### src/rtl/rx_fifo_drain_ctrl.sv
// UART receive FIFO sequencer: turns receiver strobes into FIFO writes, drains the FIFO
// into a valid/ready consumer, and tracks occupancy for RTS hysteresis and overrun.
module rx_fifo_drain_ctrl #(
    parameter int DATA_BITS  = 8,
    parameter int FIFO_WIDTH = 4,
    parameter int RTS_HI     = 12,
    parameter int RTS_LO     = 4
) (
    input  logic                  clk,
    input  logic                  rst,
    input  logic                  rx_valid,
    input  logic [DATA_BITS-1:0]  rx_data,
    input  logic                  bist_mode,
    output logic                  fifo_wr,
    output logic [DATA_BITS-1:0]  fifo_wdata,
    output logic                  fifo_pop,
    input  logic [DATA_BITS-1:0]  fifo_rdata,
    output logic                  m_valid,
    output logic [DATA_BITS-1:0]  m_data,
    input  logic                  m_ready,
    output logic [FIFO_WIDTH:0]   level,
    output logic                  rts_n,
    output logic                  overrun,
    input  logic                  ovr_clr
);

    localparam logic [1:0] ST_IDLE = 2'd0;
    localparam logic [1:0] ST_WAIT = 2'd1;
    localparam logic [1:0] ST_HOLD = 2'd2;

    localparam logic [FIFO_WIDTH:0] LVL_ZERO = {(FIFO_WIDTH+1){1'b0}};
    localparam logic [FIFO_WIDTH:0] LVL_ONE  = {{FIFO_WIDTH{1'b0}}, 1'b1};
    localparam logic [FIFO_WIDTH:0] DEPTH_C  = {1'b1, {FIFO_WIDTH{1'b0}}};
    localparam logic [FIFO_WIDTH:0] RTS_HI_C = (FIFO_WIDTH+1)'(RTS_HI);
    localparam logic [FIFO_WIDTH:0] RTS_LO_C = (FIFO_WIDTH+1)'(RTS_LO);

    logic [1:0]           state_r;
    logic [1:0]           state_nxt_s;
    logic [FIFO_WIDTH:0]  level_r;
    logic [FIFO_WIDTH:0]  level_nxt_s;
    logic                 rts_n_r;
    logic                 rts_n_nxt_s;
    logic                 overrun_r;
    logic                 m_valid_r;
    logic [DATA_BITS-1:0] m_data_r;
    logic                 full_s;
    logic                 wr_s;
    logic                 drop_s;
    logic                 pop_s;

    // Access-slot arbitration: the receiver cannot stall, so a write always beats a pop
    always_comb begin
        full_s = (level_r == DEPTH_C);
        wr_s   = rx_valid & ~bist_mode & ~full_s;
        drop_s = rx_valid & ~bist_mode & full_s;
        pop_s  = (state_r == ST_IDLE) & (level_r != LVL_ZERO) & ~rx_valid & ~bist_mode;
    end

    // Next occupancy and RTS with hysteresis between the low and high marks
    always_comb begin
        level_nxt_s = level_r;
        if (wr_s) begin
            level_nxt_s = level_r + LVL_ONE;
        end else if (pop_s) begin
            level_nxt_s = level_r - LVL_ONE;
        end else begin
            level_nxt_s = level_r;
        end

        rts_n_nxt_s = rts_n_r;
        if (level_nxt_s >= RTS_HI_C) begin
            rts_n_nxt_s = 1'b1;
        end else if (level_nxt_s <= RTS_LO_C) begin
            rts_n_nxt_s = 1'b0;
        end else begin
            rts_n_nxt_s = rts_n_r;
        end
    end

    // Drain sequencer: pop, wait one cycle for read data, hold until accepted
    always_comb begin
        state_nxt_s = state_r;
        case (state_r)
            ST_IDLE: begin
                if (pop_s) begin
                    state_nxt_s = ST_WAIT;
                end else begin
                    state_nxt_s = ST_IDLE;
                end
            end
            ST_WAIT: state_nxt_s = ST_HOLD;
            ST_HOLD: begin
                if (m_ready) begin
                    state_nxt_s = ST_IDLE;
                end else begin
                    state_nxt_s = ST_HOLD;
                end
            end
            default: state_nxt_s = ST_IDLE;
        endcase
    end

    // State, occupancy, flow control, overrun and consumer registers
    always_ff @(posedge clk) begin
        if (rst) begin
            state_r   <= ST_IDLE;
            level_r   <= LVL_ZERO;
            rts_n_r   <= 1'b0;
            overrun_r <= 1'b0;
            m_valid_r <= 1'b0;
            m_data_r  <= {DATA_BITS{1'b0}};
        end else begin
            state_r <= state_nxt_s;
            level_r <= level_nxt_s;
            rts_n_r <= rts_n_nxt_s;
            if (drop_s) begin
                overrun_r <= 1'b1;
            end else if (ovr_clr) begin
                overrun_r <= 1'b0;
            end
            case (state_r)
                ST_WAIT: begin
                    m_valid_r <= 1'b1;
                    m_data_r  <= fifo_rdata;
                end
                ST_HOLD: begin
                    if (m_ready) begin
                        m_valid_r <= 1'b0;
                    end
                end
                default: m_valid_r <= m_valid_r;
            endcase
        end
    end

    assign fifo_wr    = wr_s;
    assign fifo_wdata = rx_data;
    assign fifo_pop   = pop_s;
    assign m_valid    = m_valid_r;
    assign m_data     = m_data_r;
    assign level      = level_r;
    assign rts_n      = rts_n_r;
    assign overrun    = overrun_r;

endmodule

### config.mk
export PLATFORM = sky130hd
export DESIGN_NAME = rx_fifo_drain_ctrl
export DESIGN_NICKNAME = d
export VERILOG_FILES = /design/src/rtl/rx_fifo_drain_ctrl.sv
export SDC_FILE = /design/constraint.sdc
export NUM_CORES = 1
export LEC_CHECK = 0
export ABC_AREA = 0
export CAP_MARGIN = 20
export CORE_ASPECT_RATIO = 1.25
export CORE_UTILIZATION = 32
export DETAILED_ROUTE_END_ITERATION = 16
export GPL_TIMING_DRIVEN = 0
export PLACE_DENSITY = 0.68
export REMOVE_ABC_BUFFERS = 1
export SETUP_SLACK_MARGIN = 0.15
export SLEW_MARGIN = 20
export SYNTH_ARGS = -nofsm -noshare
export SYNTH_HDL_FRONTEND = slang
export SYNTH_SLANG_ARGS = --single-unit
### constraint.sdc
create_clock -name clk -period 5.5 [get_ports clk]
set_input_delay 0.55 -clock clk [delete_from_list [all_inputs] [get_ports clk]]
set_output_delay 0.55 -clock clk [all_outputs]
set_load 0.02 [all_outputs]
### Word-level counts from Yosys, hierarchy flattened

Index checks and enable logic that the tools add are counted.
Widths: inputs -> output; s select.

| storage, ports and cells | value |
|---|---|
| bits in latches | 0 |
| memories kept | 0 |
| register bits | 18 |
| ROM bits | 0 |
| output and inout port bits | 26 |
| RAM bits | 0 |
| logic and storage cells | 40 |

| cells by class | value |
|---|---|
| shift-type cells | 0 |
| bitwise gates (word level) | 9 |
| add/subtract/negate cells | 2 |
| eq/ne operators | 4 |
| order comparisons | 2 |
| reduce and logical (&&, ||, !) cells | 6 |
| $mul | 0 |
| divide/modulo/power cells | 0 |
| multiplexer cells | 11 |

Operators by type and width:

| operator | number |
|---|---|
| $mux 5 | 2 |
| $and 1x1->1 | 6 |
| $mux 1 | 6 |
| $pmux 2 s3 | 1 |
| $reduce_bool 2->1 | 3 |
| $add 5x1->5 const B | 1 |
| $eq 5x5->1 const B | 1 |
| $ge 5x4->1 const B | 1 |
| $le 5x3->1 const B | 1 |
| $reduce_bool 5->1 | 1 |
| $sub 5x1->5 const B | 1 |
| $not 1->1 | 3 |
| $eq 2x1->1 const B | 1 |
| $eq 2x2->1 const B | 1 |
| $logic_not 2->1 | 1 |
| $mux 2 | 1 |
| $ne 2x2->1 const B | 1 |
| $pmux 1 s2 | 1 |
| $reduce_and 2->1 | 1 |

### Logic depth before layout (Yosys ltp)

| logic depth | value |
|---|---|
| depth after elaboration | 9 |
| depth in mapped cells | 7 |

### Worst setup path after synthesis

OpenSTA, ideal clock, no wires.

| timing | value |
|---|---|
| path type | flip-flop to flip-flop |
| from | reg level_r[0], in the netlist level[0] |
| to | reg rts_n_r, in the netlist rts_n |
| setup slack | 3.309 ns |
| stages on the path, launching flop included | 8 |
| clock period less this slack | 2.191 ns |
| arrival | 2.096 ns |
| library setup time | 0.095 ns |
| path buffers | 0 |
| cell sequence | dfxtp_1 -> inv_1 -> ha_1 -> and4bb_2 -> nor2b_1 -> o41ai_1 -> a2111o_1 -> o311ai_1 |

| on the way | value |
|---|---|
| elaborated cells on any way between the ends | 15 |
| classes of those cells | add/sub (2); order compare (2); eq/ne (1); mux (3); bitwise (5); reduce/logical (2) |

RTL lines:

| item | line | RTL |
|---|---|---|
| start, declared | 39 | `logic [FIFO_WIDTH:0] level_r;` |
| start signal, assigned | 114 | `level_r <= level_nxt_s;` |
| $eq 5x5->1 (*) | 53 | `full_s = (level_r == DEPTH_C);` |
| $not 1->1 (*) | 54 | `wr_s = rx_valid & ~bist_mode & ~full_s;` |
| $and 1x1->1 (*) | 54 |  |
| via fifo_wr | 14 | `output logic fifo_wr,` |
| $mux 5 (*) | 62 | `if (wr_s) begin` |
| $ge 5x4->1 / $le 5x3->1 (equally long branches) | 71, 73 |  |
| $mux 1 / $reduce_bool 2->1 (equally long branches) | -- |  |
| end signal, assigned | 115 | `rts_n_r <= rts_n_nxt_s;` |
| end, declared | 41 | `logic rts_n_r;` |

The timed path passes the listed nets; every way through them passes the cells marked *.
A chain may end at the register's enable or synchronous reset.

### Worst setup path in the final report

| timing | value |
|---|---|
| from | in rx_valid |
| to | out fifo_pop |

| on the way | value |
|---|---|
| cells in the longest elaborated chain, start to end | 3 |

RTL lines:

| item | line | RTL |
|---|---|---|
| start, declared | 11 | `input logic rx_valid,` |
| $not 1->1 | 56 | `pop_s = (state_r == ST_IDLE) & (level_r != LVL_ZERO) & ~rx_valid & ~bist_mode;` |
| $and 1x1->1 (2 in series) | 56 |  |
| end, declared | 16 | `output logic fifo_pop,` |

No other way between the ends.

==> results.toml <==
[hold_path]
min_path_type = "register to register"

[timing]
fin_ws_ns = 2.44
tightest_slew_ns = 0.654
final.min_clock_period_ns = 3.06
finalHoldViolations = 0
relSlewSlack_pct = 56.2
final.setup.tns_ns = 0
max_freq_mhz = 327
finalSetupViolCount = 0
post-route-period-util_pct = 55.6
rsz0062_at_grt = "false"
skew_ns = 0.00168
drv_slew = 0

[floorplanning]
die_y_um = 60.2
rows = 20
io_pins = 48
core_mm2 = 0.00250
initial_core_util_pct = 34.7
dieWidth_um = 48.6
die_area_mm2 = 0.00292

[clock_tree]
htreeDepth = 1
root_buffer = "clkbuf_4"
cts_tree = "yes"
postCtsSetupRepairBufs = 0
numClockSinks = 18
hold_buffers = 0
ctsLongestPathBuffers = 2
clk_pin_slew_ns = 0.10
cts_made_buffers = 3
ctsResizeCount = 0
clk_latency_ns = 0.28

[synth]
synth_xor_area_share_pct = 3.03
ys_warn_count = 0
async_flop_share_pct = 0
synthDistinctLibCells = 30
synth_top_family_by_area = "simple AND/OR/NAND/NOR gates"
synth_edf_count = 0
yosysMostFrequentCell = "dfxtp_1"
synthFlopType = "dfxtp_1"
ys_seq_area_share_pct = 41.6
synth-seq-cells = 18
synth_top_area_share_pct = 41.6
avgSynthCellArea_um2 = 8.50
synth.cell_area_um2 = 867
synthTopCellsByArea = "dfxtp_1, buf_4, nand2_1"
syn_inst = 102
synthTopCellsByCount = "dfxtp_1, nand2_1, a21oi_1"
synth_compound_area_share_pct = 14.0
synthMuxAreaShare_pct = 2.45
yosysTopAreaCell = "dfxtp_1"
synth-simple-area-share_pct = 25.7
synthAdderAreaFrac_pct = 2.89

[grt]
grtUsageTotal_pct = 13.8
grt_overflow = 0
first_global_vias = 751
grt_max_degree = 20
antenna_found_initial = 0
grt_pass1_wl_um = 3160

[routing]
route.detailed.drc = 0
routedWlPerCell_um = 12.2
viasPerCell = 5.01
dr.pass1.iters = 4
ant_nets = 0
totalWireLength_um = 1930
vias = 791
drt_iter0_markers = 4

[status]
status = "finished clean"

[cells_and_area]
drive_above_1_share_pct = 7.20
fin_nets = 150
synthToLayoutAreaGrowth_pct = 36.1
diodes = 0
design_area_mm2 = 0.00118
final_cells = 158

[power]
leakage_nw = 0.433
p_int_w = 0.000227
pwr-share-seq_pct = 47.0
p_sw_share_pct = 29.3
cellPowerDensity_mw_per_mm2 = 272
clockPowerShare_pct = 24.4
netSwitchingPower_w = 0.0000939
ir_worst_vdd_v = 0.000160
power.share.combinational_pct = 28.6

[setup_path]
worstPathArrival_ns = 2.51
worstPathMaxFanout = 6
path_common_cell = "clkdlybuf4s50_1"
crit_path_end_kind = "output port"
critPathLaunchType = "primary input"
cpMaxStageDelayCell = "clkdlybuf4s50_1"
required_ns = 4.95
slowest_delay_ns = 0.68
crit_chain = "clkdlybuf4s50_1 > or4_4 > nor2_1 > clkdlybuf4s50_1"
path_class = "primary input to output port"

[place]
place_inst = 154
hpwl_um = 1440
placed_cell_area_mm2 = 0.00114
place.gp.congestion = 0.778
dp_slack_ns = 2.44
io_buffers = 31

[flow_run]
maxCapViolCount = 0
-- path summary, 6_finish.rpt --
check             from         to  slack [ns]  cells past startpoint
max reg2reg   level[0]      rts_n        3.28                      7
min          m_data[3]  m_data[3]        0.46                      2
max           rx_valid   fifo_pop        2.44                      4
min reg2reg  m_data[3]  m_data[3]        0.46                      2
-- power by group through the flow --
stage | Clock [W] | Combinational [W] | Sequential, W
floorplan | 0 | 0.0000441 | 0.000161
global placement | 0 | 0.0000906 | 0.000153
detailed placement | 0 | 0.0000919 | 0.000154
CTS | 0.0000818 | 0.0000927 | 0.000151
global route | 0.0000859 | 0.0000997 | 0.000152
finish | 0.0000784 | 0.0000915 | 0.000151
-- flip-flops by register name, indices dropped and copies added (netlist names) --
signal / cells
m_valid: 1
overrun: 1
level: 5
rts_n: 1
state_r: 2
m_data: 8
-- cell usage in the layout, fill, tap and decap left out --
| master | Yosys | layout |
|---|---|---|
| a2111o_1 | 1 | 1 |
| a21oi_1 | 11 | 11 |
| and4_1 | 1 | 1 |
| and4bb_2 | 1 | 1 |
| clkbuf_4 | 0 | 3 |
| clkbuf_8 | 0 | 1 |
| clkdlybuf4s50_1 | 0 | 31 |
| dfxtp_1 | 18 | 18 |
| ha_1 | 2 | 2 |
| inv_1 | 4 | 4 |
| mux2_2 | 1 | 1 |
| mux2i_1 | 1 | 1 |
| nand2_1 | 16 | 16 |
| nand3b_1 | 2 | 2 |
| nand4_1 | 1 | 1 |
| nor2_1 | 8 | 8 |
| nor2b_1 | 6 | 6 |
| nor3_1 | 2 | 2 |
| nor4b_1 | 1 | 1 |
| o21ai_0 | 2 | 2 |
| o21bai_1 | 1 | 1 |
| o311a_1 | 1 | 1 |
| o311ai_1 | 1 | 1 |
| o32a_1 | 1 | 1 |
| o41ai_1 | 1 | 1 |
| or2_2 | 1 | 1 |
| or2b_1 | 1 | 1 |
| or3b_2 | 1 | 1 |
| or4_4 | 1 | 1 |
| xnor2_1 | 1 | 1 |
| xor2_1 | 2 | 2 |
-- layer usage --
| metal | global-route usage [%] | up-vias | share of wire [%] |
|---|---|---|---|
| met5 | 0 | - | 0 |
| met4 | 5.04 | 0 | 0 |
| met3 | 5.09 | 0 | 8.8 |
| met2 | 24.5 | 45 | 47 |
| met1 | 15.2 | 362 | 44 |
| li1 | - | 384 | - |
-- worst max-delay path, delay by kind of cell --
family                 cells  cell delay, ns
buffers and inverters      2            1.12
AND/OR/NAND/NOR            2            0.84
-- cell families after synthesis --
family | count (synthesis)
AND/OR/NAND/NOR | 42
multiplexers | 2
XOR/XNOR | 3
adder cells (fa/ha/maj) | 2
buffers and inverters | 16
AO/OA/AOI/OAI | 19
flip-flops | 18
-- per-stage QoR --
step	hold WS (ns)	util, %	power, W
after floorplan	0.528	-	0.000206
after global placement	0.442	45.7	0.000244
after detailed placement	0.448	45.7	0.000246
after CTS	0.463	47.2	0.000325
after global routing	0.480	47.2	0.000338
final	0.458	47.2	0.000321
-- area by class of cell --
| cell class | count | area, um2 |
|---|---|---|
| Fill cell | 250 | 1320 |
| Multi-Input combinational cell | 68 | 417 |
| Sequential cell | 18 | 360 |
| Timing Repair Buffer | 31 | 310 |
| Tap cell | 33 | 41.3 |
| Clock buffer | 4 | 36.3 |
| Inverter | 4 | 15.0 |
(Power assumes the default switching activity.)
